### src/rtl/mips_cpu_pkg.sv
// Shared types for the MIPS core / memory-bus sequencer.
//   arb_state_t : sequencer state encoding
//   BYTEEN_ALL  : byte-enable driven on every bus access (word accesses only)
//   bus_req_t   : one cycle of bus request as seen on the Avalon master side
//   word_align  : clears the two byte-offset bits of an address
package mips_cpu_pkg;

  typedef enum logic [2:0] {
    IDLE,
    FETCH,
    EXEC,
    COMMIT,
    FAULT
  } arb_state_t;

  localparam logic [3:0] BYTEEN_ALL = 4'hF;

  typedef struct packed {
    logic [31:0] addr;
    logic        read;
    logic        write;
    logic [31:0] wdata;
  } bus_req_t;

  function automatic logic [31:0] word_align(input logic [31:0] a);
    return a & 32'hFFFF_FFFC;
  endfunction

endpackage

### src/rtl/mips_cpu_mem_arbiter_if.sv
// Avalon-style single-port memory bus between the sequencer and memory.
//   master : sequencer side (drives address/strobes/data, sees stall + rdata)
//   slave  : memory side
interface mips_cpu_mem_arbiter_if;

  logic [31:0] mem_address;
  logic        mem_read;
  logic        mem_write;
  logic [31:0] mem_writedata;
  logic [3:0]  mem_byteenable;
  logic        mem_waitrequest;
  logic [31:0] mem_readdata;

  modport master (
    output mem_address, mem_read, mem_write, mem_writedata, mem_byteenable,
    input  mem_waitrequest, mem_readdata
  );

  modport slave (
    input  mem_address, mem_read, mem_write, mem_writedata, mem_byteenable,
    output mem_waitrequest, mem_readdata
  );

endinterface

### src/rtl/mips_cpu_wait_timer.sv
// Counts consecutive stalled cycles of one bus access.
//   clk, reset : clock, synchronous active-low reset
//   clear      : restart the count (new bus phase); wins over tick
//   tick       : a stalled cycle (strobe high with waitrequest high)
//   expired    : this tick is the TIMEOUT-th stalled cycle of the access;
//                never asserted when TIMEOUT == 0
module mips_cpu_wait_timer #(
  parameter int unsigned TIMEOUT = 255
) (
  input  logic clk,
  input  logic reset,
  input  logic clear,
  input  logic tick,
  output logic expired
);

  localparam int unsigned CW = (TIMEOUT < 2) ? 1 : $clog2(TIMEOUT + 1);
  // count value during the last tolerated stall cycle
  localparam logic [CW-1:0] LAST = CW'((TIMEOUT == 0) ? 0 : TIMEOUT - 1);

  logic [CW-1:0] cnt_q, cnt_d;

  always_comb begin
    cnt_d = cnt_q;
    if (clear)
      cnt_d = '0;
    else if (tick && (cnt_q != '1)) // saturate so a disabled check never wraps
      cnt_d = cnt_q + CW'(1);
  end

  always_ff @(posedge clk) begin
    if (!reset) cnt_q <= '0;
    else        cnt_q <= cnt_d;
  end

  // Expiry is flagged on the stalled cycle that brings the count to TIMEOUT,
  // so the sequencer's next state is FAULT at that same edge.
  assign expired = (TIMEOUT != 0) && tick && (cnt_q >= LAST);

endmodule

### src/rtl/mips_cpu_mem_arbiter.sv
// Sequencer sharing one single-port memory between the fetch and data ports
// of the Harvard MIPS core. Per instruction: fetch the word, hold it for the
// core, perform the core's data access (if any), then pulse cpu_clk_enable
// for one cycle so the core commits.
//   clk, reset          : clock, synchronous active-low reset
//   cpu_active          : core is running; starts each fetch from IDLE
//   cpu_instr_address   : fetch address      -> cpu_instr_readdata (latched)
//   cpu_data_*          : core data request  -> cpu_data_readdata  (latched)
//   cpu_clk_enable      : one-cycle commit strobe
//   mem                 : Avalon master side of the shared memory bus
//   fault               : sticky; bus timeout or read+write requested together
//   retired             : committed instruction count (wraps)
module mips_cpu_mem_arbiter
  import mips_cpu_pkg::*;
#(
  parameter int unsigned TIMEOUT = 255
) (
  input  logic        clk,
  input  logic        reset,
  input  logic        cpu_active,
  input  logic [31:0] cpu_instr_address,
  output logic [31:0] cpu_instr_readdata,
  input  logic [31:0] cpu_data_address,
  input  logic        cpu_data_read,
  input  logic        cpu_data_write,
  input  logic [31:0] cpu_data_writedata,
  output logic [31:0] cpu_data_readdata,
  output logic        cpu_clk_enable,
  mips_cpu_mem_arbiter_if.master mem,
  output logic        fault,
  output logic [31:0] retired
);

  arb_state_t  state_q, state_d;
  logic [31:0] instr_q, instr_d;
  logic [31:0] rdata_q, rdata_d;
  logic [31:0] retired_q, retired_d;
  logic        clk_en_q, clk_en_d;
  logic        fault_q, fault_d;

  bus_req_t    req;
  logic        data_req;
  logic        data_conflict;
  logic        timer_clear;
  logic        timer_tick;
  logic        timer_expired;

  assign data_req      = cpu_data_read ^ cpu_data_write;
  assign data_conflict = cpu_data_read & cpu_data_write;

  // Stall cycles are counted only while a strobe is actually on the bus.
  // Kept separate from the main decode so the timer feeds it without a loop.
  assign timer_tick = mem.mem_waitrequest &&
                      ((state_q == FETCH) || ((state_q == EXEC) && data_req));

  // Any state change starts a fresh phase, which is what restarts the count
  // on entry to FETCH and to EXEC.
  assign timer_clear = (state_d != state_q);

  mips_cpu_wait_timer #(
    .TIMEOUT (TIMEOUT)
  ) u_wait_timer (
    .clk     (clk),
    .reset   (reset),
    .clear   (timer_clear),
    .tick    (timer_tick),
    .expired (timer_expired)
  );

  // Bus request is decoded from the current state. In EXEC it follows the
  // core's data request combinationally so a zero-wait load/store completes
  // inside EXEC; the core holds those inputs stable because it cannot commit
  // until cpu_clk_enable, which keeps the bus steady across stalls.
  always_comb begin
    state_d   = state_q;
    instr_d   = instr_q;
    rdata_d   = rdata_q;
    retired_d = retired_q;
    req       = '0;

    case (state_q)
      IDLE: begin
        if (cpu_active) state_d = FETCH;
      end

      FETCH: begin
        req.addr = word_align(cpu_instr_address);
        req.read = 1'b1;
        if (!mem.mem_waitrequest) begin
          instr_d = mem.mem_readdata;
          state_d = EXEC;
        end else if (timer_expired) begin
          state_d = FAULT;
        end
      end

      EXEC: begin
        if (data_conflict) begin
          // strobes stay low; the request is illegal
          state_d = FAULT;
        end else if (data_req) begin
          req.addr  = word_align(cpu_data_address);
          req.read  = cpu_data_read;
          req.write = cpu_data_write;
          req.wdata = cpu_data_writedata;
          if (!mem.mem_waitrequest) begin
            if (cpu_data_read) rdata_d = mem.mem_readdata;
            state_d = COMMIT;
          end else if (timer_expired) begin
            state_d = FAULT;
          end
        end else begin
          state_d = COMMIT;
        end
      end

      COMMIT: begin
        // the core commits at the edge ending this cycle
        retired_d = retired_q + 32'd1;
        state_d   = IDLE;
      end

      FAULT: begin
        state_d = FAULT;
      end

      default: begin
        state_d = IDLE;
      end
    endcase

    clk_en_d = (state_d == COMMIT);
    fault_d  = (state_d == FAULT);
  end

  always_ff @(posedge clk) begin
    if (!reset) begin
      state_q   <= IDLE;
      instr_q   <= '0;
      rdata_q   <= '0;
      retired_q <= '0;
      clk_en_q  <= 1'b0;
      fault_q   <= 1'b0;
    end else begin
      state_q   <= state_d;
      instr_q   <= instr_d;
      rdata_q   <= rdata_d;
      retired_q <= retired_d;
      clk_en_q  <= clk_en_d;
      fault_q   <= fault_d;
    end
  end

  assign mem.mem_address    = req.addr;
  assign mem.mem_read       = req.read;
  assign mem.mem_write      = req.write;
  assign mem.mem_writedata  = req.wdata;
  assign mem.mem_byteenable = BYTEEN_ALL;

  assign cpu_instr_readdata = instr_q;
  assign cpu_data_readdata  = rdata_q;
  assign cpu_clk_enable     = clk_en_q;
  assign fault              = fault_q;
  assign retired            = retired_q;

endmodule
### src/flat_wrapper.sv
// flat-port wrapper written by rule: the top's interface ports become plain ports
module mips_cpu_mem_arbiter_flat import mips_cpu_pkg::*;
#(
  parameter int unsigned TIMEOUT = 255
)
  (clk, reset, cpu_active, cpu_instr_address, cpu_instr_readdata, cpu_data_address, cpu_data_read, cpu_data_write, cpu_data_writedata, cpu_data_readdata, cpu_clk_enable, fault, retired, mem_mem_address, mem_mem_read, mem_mem_write, mem_mem_writedata, mem_mem_byteenable, mem_mem_waitrequest, mem_mem_readdata);
  mips_cpu_mem_arbiter_if mem_i ();
  input  logic clk;
  input  logic reset;
  input  logic cpu_active;
  input  logic [31:0] cpu_instr_address;
  output logic [31:0] cpu_instr_readdata;
  input  logic [31:0] cpu_data_address;
  input  logic cpu_data_read;
  input  logic cpu_data_write;
  input  logic [31:0] cpu_data_writedata;
  output logic [31:0] cpu_data_readdata;
  output logic cpu_clk_enable;
  output logic fault;
  output logic [31:0] retired;
  output wire logic [$bits(mem_i.mem_address)-1:0] mem_mem_address;
  output wire logic [$bits(mem_i.mem_read)-1:0] mem_mem_read;
  output wire logic [$bits(mem_i.mem_write)-1:0] mem_mem_write;
  output wire logic [$bits(mem_i.mem_writedata)-1:0] mem_mem_writedata;
  output wire logic [$bits(mem_i.mem_byteenable)-1:0] mem_mem_byteenable;
  input wire logic [$bits(mem_i.mem_waitrequest)-1:0] mem_mem_waitrequest;
  input wire logic [$bits(mem_i.mem_readdata)-1:0] mem_mem_readdata;
  assign mem_mem_address = mem_i.mem_address;
  assign mem_mem_read = mem_i.mem_read;
  assign mem_mem_write = mem_i.mem_write;
  assign mem_mem_writedata = mem_i.mem_writedata;
  assign mem_mem_byteenable = mem_i.mem_byteenable;
  assign mem_i.mem_waitrequest = mem_mem_waitrequest;
  assign mem_i.mem_readdata = mem_mem_readdata;
  mips_cpu_mem_arbiter #(.TIMEOUT(TIMEOUT)) u_core (.clk(clk), .reset(reset), .cpu_active(cpu_active), .cpu_instr_address(cpu_instr_address), .cpu_instr_readdata(cpu_instr_readdata), .cpu_data_address(cpu_data_address), .cpu_data_read(cpu_data_read), .cpu_data_write(cpu_data_write), .cpu_data_writedata(cpu_data_writedata), .cpu_data_readdata(cpu_data_readdata), .cpu_clk_enable(cpu_clk_enable), .mem(mem_i), .fault(fault), .retired(retired));
endmodule
### config.mk
export PLATFORM = sky130hd
export DESIGN_NAME = mips_cpu_mem_arbiter_flat
export DESIGN_NICKNAME = d
export VERILOG_FILES = /design/src/rtl/mips_cpu_pkg.sv /design/src/rtl/mips_cpu_mem_arbiter_if.sv /design/src/rtl/mips_cpu_wait_timer.sv /design/src/rtl/mips_cpu_mem_arbiter.sv /design/src/flat_wrapper.sv
export SDC_FILE = /design/constraint.sdc
export NUM_CORES = 1
export LEC_CHECK = 0
export CORE_AREA = 2 2 119 121
export CTS_CLUSTER_DIAMETER = 120
export DETAILED_ROUTE_END_ITERATION = 8
export DIE_AREA = 0 0 121 123
export PLACE_DENSITY = 0.81
export SETUP_SLACK_MARGIN = 0.3
export SYNTH_ARGS = -nofsm -noshare
export SYNTH_HDL_FRONTEND = slang
export SYNTH_HIERARCHICAL = 1
export SYNTH_SLANG_ARGS = --single-unit
### constraint.sdc
create_clock -name clk -period 3.3 [get_ports clk]
set_clock_uncertainty 0.05 [all_clocks]
set_input_delay 0.66 -clock clk [delete_from_list [all_inputs] [get_ports clk]]
set_output_delay 0.66 -clock clk [all_outputs]
set_load 0.02 [all_outputs]
---- Yosys cells after proc, flatten, opt, wreduce, memory -nomap -nowiden ----
Cells that the tools add are included.
cells by class
  add/subtract/negate cells ............... 2
  order comparisons ....................... 1
  eq/ne operators ......................... 8
  muxes and demuxes ....................... 11
  bitwise operators ....................... 5
  reduce and logical (&&, ||, !) cells .... 9
operators by type and width
  kind                   number
  $mux 66                2
  $pmux 33 s2            1
  $mux 33                1
  $add 32x1->32 const B  1
  $mux 3                 6
  $pmux 3 s4             1
  $eq 3x2->1 const B     3
  $add 8x1->8 const B    1
  $ge 8x8->1 const B     1
  $ne 8x8->1 const B     1
  $eq 3x3->1 const B     2
  $reduce_and 5->1       1
  $logic_and 1x1->1      4
  $eq 3x1->1 const B     1
  $logic_not 3->1        1
  $ne 3x3->1             1
  $not 1->1              3
  $reduce_and 2->1       1
  $reduce_or 2->1        1
  $and 1x1->1            1
  $logic_or 1x1->1       1
  $xor 1x1->1            1
word-level totals
  register bits ........................... 109
  input bits .............................. 134
  output and inout bits ................... 168
  word-level logic and storage cells ...... 43

---- Logic depth before layout (Yosys ltp) ----
  depth after elaboration ................. 12
  mapped depth ............................ 13

---- By module ----
The synthesis kept the hierarchy.
by module, submodules not included
  module                instances  cells an instance  area each (um2)  sequential area each (um2)
  mips_cpu_mem_arbiter  1          606                4788.3           2021.9
  mips_cpu_wait_timer   1          52                 456.7            160.2

---- Worst setup path before layout ----
Ideal clock, no wire load.
  path kind ............................... input -> register
  start point ............................. input port cpu_data_read
  end point ............................... register u_core.u_wait_timer.cnt_q[4]
  library setup time ...................... 130 ps
  data arrival time ....................... 2830 ps
  slack ................................... 291 ps
  stages .................................. 13
  buffers on the path ..................... 0
  cells stage by stage .................... inv_1 > ha_1 > or3b_2 > a21oi_1 > o21ai_0 > nor3_1 > inv_1 > nor2_1 > o22ai_1 > o2111ai_1 > nor2b_1 > o21ai_0 > a31oi_1
between the ends
  cells in the longest elaborated chain, start to end .. 12
  elaborated cells between the ends (all ways) .. 15
  those cells by class .................... eq/ne: 1; mux: 6; bitwise: 2; reduce/logical: 6
ends and longest elaborated chain
  what                                line                                                     RTL
  from (decl)                         flat_wrapper.sv:14                                       input logic cpu_data_read;
  $xor 1x1->1 *                       mips_cpu_mem_arbiter.sv:48                               assign data_req = cpu_data_read ^ cpu_data_write;
  $logic_and 1x1->1 *                 mips_cpu_mem_arbiter.sv:54                               ((state_q == FETCH) || ((state_q == EXEC) && data_req));
  $logic_or 1x1->1 *                  mips_cpu_mem_arbiter.sv:54
  $logic_and 1x1->1 *                 mips_cpu_mem_arbiter.sv:53                               assign timer_tick = mem.mem_waitrequest &&
  net u_core.timer_tick               mips_cpu_mem_arbiter.sv:45                               logic timer_tick;
  $logic_and 1x1->1 *                 mips_cpu_wait_timer.sv:38                                assign expired = (TIMEOUT != 0) && tick && (cnt_q >= LAST);
  net u_core.timer_expired            mips_cpu_mem_arbiter.sv:46                               logic timer_expired;
  $mux 3 *                            mips_cpu_mem_arbiter.sv:92, mips_cpu_mem_arbiter.sv:109
  $mux 3                              mips_cpu_mem_arbiter.sv:106                              if (!mem.mem_waitrequest) begin
  $mux 3                              mips_cpu_mem_arbiter.sv:101                              end else if (data_req) begin
  $mux 3                              mips_cpu_mem_arbiter.sv:98                               if (data_conflict) begin
  $pmux 3 s4 *                        mips_cpu_mem_arbiter.sv:81                               case (state_q)
  $ne 3x3->1 *                        mips_cpu_mem_arbiter.sv:58                               assign timer_clear = (state_d != state_q);
  net u_core.timer_clear              mips_cpu_mem_arbiter.sv:44                               logic timer_clear;
  $reduce_or 2->1 (no source line) *  --
  to (signal assigned)                mips_cpu_wait_timer.sv:33                                else cnt_q <= cnt_d;
  to (decl)                           mips_cpu_wait_timer.sv:21                                logic [CW-1:0] cnt_q, cnt_d;
Mark *: on every way through the listed nets, which the timed path passes. The rest lies on a longest branch.
A chain may end at the register's enable or synchronous reset.

---- Worst setup path in the final report ----
  start point ............................. input port cpu_data_write
  end point ............................... output port mem_mem_address[14]
between the ends
  cells in the longest elaborated chain, start to end .. 4
  elaborated cells between the ends (all ways) .. 5
  those cells by class .................... mux: 3; bitwise: 2
ends and longest elaborated chain
  what           line                         RTL
  from (decl)    flat_wrapper.sv:15           input logic cpu_data_write;
  $xor 1x1->1    mips_cpu_mem_arbiter.sv:48
  $mux 66        mips_cpu_mem_arbiter.sv:101
  $mux 66 *      mips_cpu_mem_arbiter.sv:98
  $pmux 33 s2 *  mips_cpu_mem_arbiter.sv:81
  to (decl)      flat_wrapper.sv:21           output wire logic [$bits(mem_i.mem_address)-1:0] mem_mem_address;
Every way passes the cells marked *; elsewhere a longest branch is shown, timed or not.

==> run metrics <==
result of the run=complete, no violations; DRC violation total after the first TritonRoute iteration=311; netlist area before placement=5250 µm²; Hold Violations, Final=0; unrepaired setup endpoints after global routing=false; clock period minus final worst setup slack=2.93 ns; Boundary Pins=302; proportion of netlist area held by the largest area contributor=41.6%; overall die area=14900 µm²; placeable core region=13600 µm²; clock network power share=38.2%; largest voltage drop on the vdd net=0.219 mV; Clock Pin Slew Worst Setup and Hold Paths=0.07 ns; fraction of final layout cells sized beyond drive strength 1=13.5%; most used flip-flop cell after synthesis=dfxtp_1; overall power after layout=0.00300 W; share of synthesized flip-flops with an asynchronous set or reset=0%; cell types occupying the most area after synthesis=dfxtp_1 42%, nand2_1 11%, a21oi_1 8.2%, a22o_1 5.0%, and2_1 4.3%; critical path required time=2.59 ns; detailed-route wire length per cell=15.9 µm; number of antenna cells inserted=0; final net count=1079; number of max-cap violations=0; deepest clock path buffer count=2; library cell used as clock root buffer=clkbuf_16; Gate power share=16.9%; clock buffers created by TritonCTS=9; Synth Instances=658; area delta synth->final=64.9%; Achievable Freq=0.341 GHz; cell type with the largest total area after synthesis=dfxtp_1; htree depth=3; Min-Delay Path Class=register to register; leakage power figure=3.21 nW; initial antenna violation count=0; mean instance size in the synthesized netlist=7.97 µm²; total internal power=0.00227 W; nature of the critical path endpoint=primary output; Post-synth EDFFs=0; remaining global-route overflow=0; first-pass iteration count of the detailed router=5; count of state elements after synthesis=109; Placed Instances=1101; standard-cell row count=43; Netlist cell types=55; switching share of total power=24.4%; wire length of the first global-routing pass=26900 µm; hold buffer count at CTS=0; sequential group share of total power=44.9%; net switching power=0.000731 W; Slew Viols, Final=0; total power divided by cell area=347 nW/µm²; I/O Buffers=291; final number of setup-violating endpoints=0; post-route ant nets=0; Chip Width=121 µm; aggregate negative setup slack=0 ns; Post-route DRC=0; category of the critical setup timing path=input pin to primary output; half-perimeter wire length of the detailed placement result=13300 µm; TritonCTS clock tree=built; DR vias=5678; YS warnings=6; clock insertion delay at the later pin of the skew report=0.34 ns; Die Span Y=123 µm; TritonCTS Sinks=109; most common cell in the synthesized netlist=nand2_1; Finished Layout Cells=1123; Routed WL=17900 µm; top post-synthesis cells by count=153 x nand2_1, 109 x dfxtp_1, 86 x a21oi_1; overall routing resource usage=23.0%; starting density of the core=38.5%; pin count of the biggest net entering global routing=53; GP Congestion=0.800; post-DR vias/cell=5.06; crit start category=input pin; ratio of final minimum period to clock period=88.8%; vias in the first global route=5121; arrival time of data at the critical path endpoint=2.22 ns; highest fanout seen on the critical path=5; post-synthesis sequential area ratio=41.6%
==> kinds of logic (layout without fill, tap and decap cells) <==
family | count (synthesis) | in the layout | share of synthesized area, %
other | 2 | 6 | 0.143
AO/OA/AOI/OAI | 146 | 146 | 17.2
adder cells (fa/ha/maj) | 6 | 6 | 1.43
buffers and inverters | 61 | 342 | 5.58
flip-flops | 109 | 109 | 41.6
AND/OR/NAND/NOR | 313 | 313 | 30.2
multiplexers | 10 | 10 | 1.91
XOR/XNOR | 11 | 11 | 1.84
==> final timing paths <==
check                                start                            end  slack (ns)  cells past startpoint
max                         cpu_data_write            mem_mem_address[14]        0.37                      9
min          u_core/cpu_instr_readdata[13]  u_core/cpu_instr_readdata[13]        0.40                      2
max reg2reg              u_core/state_q[1]   u_core/u_wait_timer/cnt_q[0]        0.95                     12
min reg2reg  u_core/cpu_instr_readdata[13]  u_core/cpu_instr_readdata[13]        0.40                      2
==> critical path, stage by stage <==
cell and delay, ns:
buf_2 0.12, ha_4 0.16, or4b_4 0.50, nor2_4 0.14
buf_6 0.14, buf_12 0.12, buf_16 0.11, a22o_4 0.15
buf_6 0.12
==> flip-flops by register name, indices dropped and copies added, names as in the netlist <==
register and flops:
u_core/fault 1, u_core/cpu_instr_readdata 32, u_core/cpu_data_readdata 32, u_core/u_wait_timer/cnt_q 8, u_core/cpu_clk_enable 1, u_core/retired 32, u_core/state_q 3
==> placed cells by master (no fill, tap or decap), types with 9 or more instances in the layout <==
cell type	instances
a21oi_1	85
a22o_1	28
and2_1	34
buf_2	42
buf_4	28
buf_6	9
clkbuf_16	9
clkdlybuf4s50_1	227
dfxtp_1	109
inv_1	9
mux2i_1	10
nand2_1	153
nand2b_1	14
nand3_1	19
nand4_1	9
nor2_1	18
nor4_1	12
o21ai_0	9
o31ai_1	9
==> per-layer routing <==
layer / part of all wire (%) / wire length (µm) / vias to the layer above / global-route usage (%)
li1: - / - / 2834 / -
met1: 39 / 6930 / 2627 / 26.3
met2: 53 / 9510 / 193 / 41.6
met3: 5.9 / 1060 / 24 / 6.00
met4: 2.0 / 349 / 0 / 7.56
met5: 0 / 0 / - / 0
==> power groups by stage <==
stage | Clock (W) | Combinational [W] | Sequential [W]
final | 0.00115 | 0.000507 | 0.00135
after global routing | 0.00124 | 0.000540 | 0.00135
after CTS | 0.00118 | 0.000510 | 0.00135
after detailed placement | 0 | 0.000513 | 0.00138
after global placement | 0 | 0.000510 | 0.00138
after floorplan | 0 | 0.000186 | 0.00140
==> final cells by class <==
class                           instances  area, µm²
Clock buffer                            9        225
Clock inverter                          6       86.3
Fill cell                            1170       4960
Inverter                               10       37.5
Multi-Input combinational cell        492       2850
Sequential cell                       109       2180
Tap cell                              180        225
Timing Repair Buffer                  317       3040
==> stage by stage <==
stage | util (%) | worst slack [ns] | area [µm²] | hold slack (ns)
after floorplan | - | 0.328 | 5260 | 0.426
after global placement | 61.5 | -0.469 | 8370 | 0.391
after detailed placement | 61.5 | -0.483 | 8370 | 0.396
after CTS | 63.5 | 0.337 | 8640 | 0.405
after global routing | 63.5 | 0.329 | 8650 | 0.423
final | 63.5 | 0.369 | 8650 | 0.403
==> timing repair <==
action,CTS,global route
setup endpoints to repair,74,7
buffers inserted,4,0
hold endpoints to repair,0,0
resized for setup,289,1
pin swaps,6,1
cloned,3,0
(Power assumes the default switching activity.)
==> RTL edit (same settings) <==
Encoding of `arb_state_t`: now Gray code (3 bits for 5 states).
--- a/src/rtl/mips_cpu_pkg.sv
+++ b/src/rtl/mips_cpu_pkg.sv
@@ -6,11 +6,11 @@
 package mips_cpu_pkg;
 
   typedef enum logic [2:0] {
-    IDLE,
-    FETCH,
-    EXEC,
-    COMMIT,
-    FAULT
+    IDLE   = 3'b000,
+    FETCH  = 3'b001,
+    EXEC   = 3'b011,
+    COMMIT = 3'b010,
+    FAULT  = 3'b110
   } arb_state_t;
 
   localparam logic [3:0] BYTEEN_ALL = 4'hF;
Formal check against the unedited RTL: same outputs for any inputs over 4 cycles, from zero or initial values and one cycle with reset low; so few cycles prove little.
==> RTL edit against the unedited design <==
  * Total power up 1.4%
  * Sequential power barely moved
  * Largest cell class unchanged
  * Critical path depth fell by 1
  * Routed wire length is 1.9% lower
  * Area after synthesis fell by 2.3%
  * Sequential cell count unchanged
  * Worst setup slack gained 4.8 ps
  * Largest power group unchanged
  * Cell area increased by 0.16%
==> RTL edit: results (changes against the unedited design) <==
stage	metric	value	unit	change
timing	timing.hold.ws	402	ps	-0.428 ps
worst_setup_path	slowest_delay	320	ps	-180 ps
pwr	seqPwrFrac	0.444		-0.005
global_route	grt_pass1_wl	26.0	mm	-3.3%
layout	n_all_buffers	321		+1.3%
pwr	combinationalPowerShare	0.151		-0.018
placed_design	placed_cell_area	0.00830	sq mm	-0.82%
layout	multi_input_area_share	0.319		-0.0114
drt	vias	5489		-3.3%
pwr	intPower	2.33	mW	+2.7%
placed_design	gp_congestion	0.829		+3.7%
layout	fill_cells	1207		+3.2%
pwr	peakVddDrop	0.298	mV	+36%
placed_design	placed_cells	1088		-1.2%
global_route	first_global_vias	5017		-2.0%
synth	synth-compound-area-share	0.165		-0.00788
layout	comb.multi_input.count	470		-4.5%
global_route	grt_max_degree	56		+5.7%
worst_setup_path	worst-r2r-setup-slack	580	ps	-370 ps
layout	buffer_area_frac	0.356		+0.00508
synth	avgSynthCellArea	8.06	sq um	+1.1%
synth	synth_fa_ha_area_frac	0.0147		+0.000339
global_route	track_usage	0.222		-0.00772
clock_tree	cts.repair.resized	237		-18%
layout	final-seq-area	0.00218	sq mm	about the same
worst_setup_path	worst-path-max-fanout	9		+4
worst_setup_path	slowest_stage	clkdlybuf4s15_1		
worst_hold_path	min_to	u_core/cpu_instr_readdata[22]$_SDFFE_PN0P_		
layout	inv_count	17		+7
synth	ys_types	54		-1.8%
layout	postLayoutCellArea	0.00866	sq mm	+0.16%
placed_design	post-dp-hpwl	13.1	mm	-1.3%
clock_tree	post-cts-setup-buffers	5		+1
worst_hold_path	min-delay-start	u_core/cpu_instr_readdata[22]$_SDFFE_PN0P_		
synth	ys_top_cells_by_area	dfxtp_1, nand2_1, a21oi_1, a22o_1, and2_1		
worst_setup_path	path_delay_family	buffers and inverters		
synth	ys_top_cells_by_count	nand2_1, dfxtp_1, a21oi_1		
run_status	outcome	complete, no violations		
layout	clk_share	0.0396		+0.00355
layout	nFlopsAndLatches	109		unchanged
pwr	p_sw_frac	0.234		-0.0100
## RTL edit: worst max-delay path by stage
stage	startpoint	to	cells past startpoint	slack, ps
after floorplan	cpu_data_read	u_core/u_wait_timer/cnt_q[7]$_SDFFE_PP0P_	12	330
after global placement	cpu_data_read	mem_mem_writedata[12]	7	-330
after detailed placement	cpu_data_read	mem_mem_writedata[19]	7	-360
after CTS	cpu_data_write	mem_mem_address[30]	8	340
after global routing	u_core/state_q[0]$_SDFF_PN0_	u_core/u_wait_timer/cnt_q[5]$_SDFFE_PP0P_	14	320
final	cpu_data_read	mem_mem_writedata[2]	8	370
## RTL edit: metal layers
metal | global-route usage | vias to the layer above | share of wire
met1 | 0.259 | 2515 | 0.39
li1 | - | 2742 | -
met4 | 0.0683 | 0 | 0.021
met5 | 0 | - | 0
met3 | 0.0521 | 23 | 0.067
met2 | 0.403 | 209 | 0.52
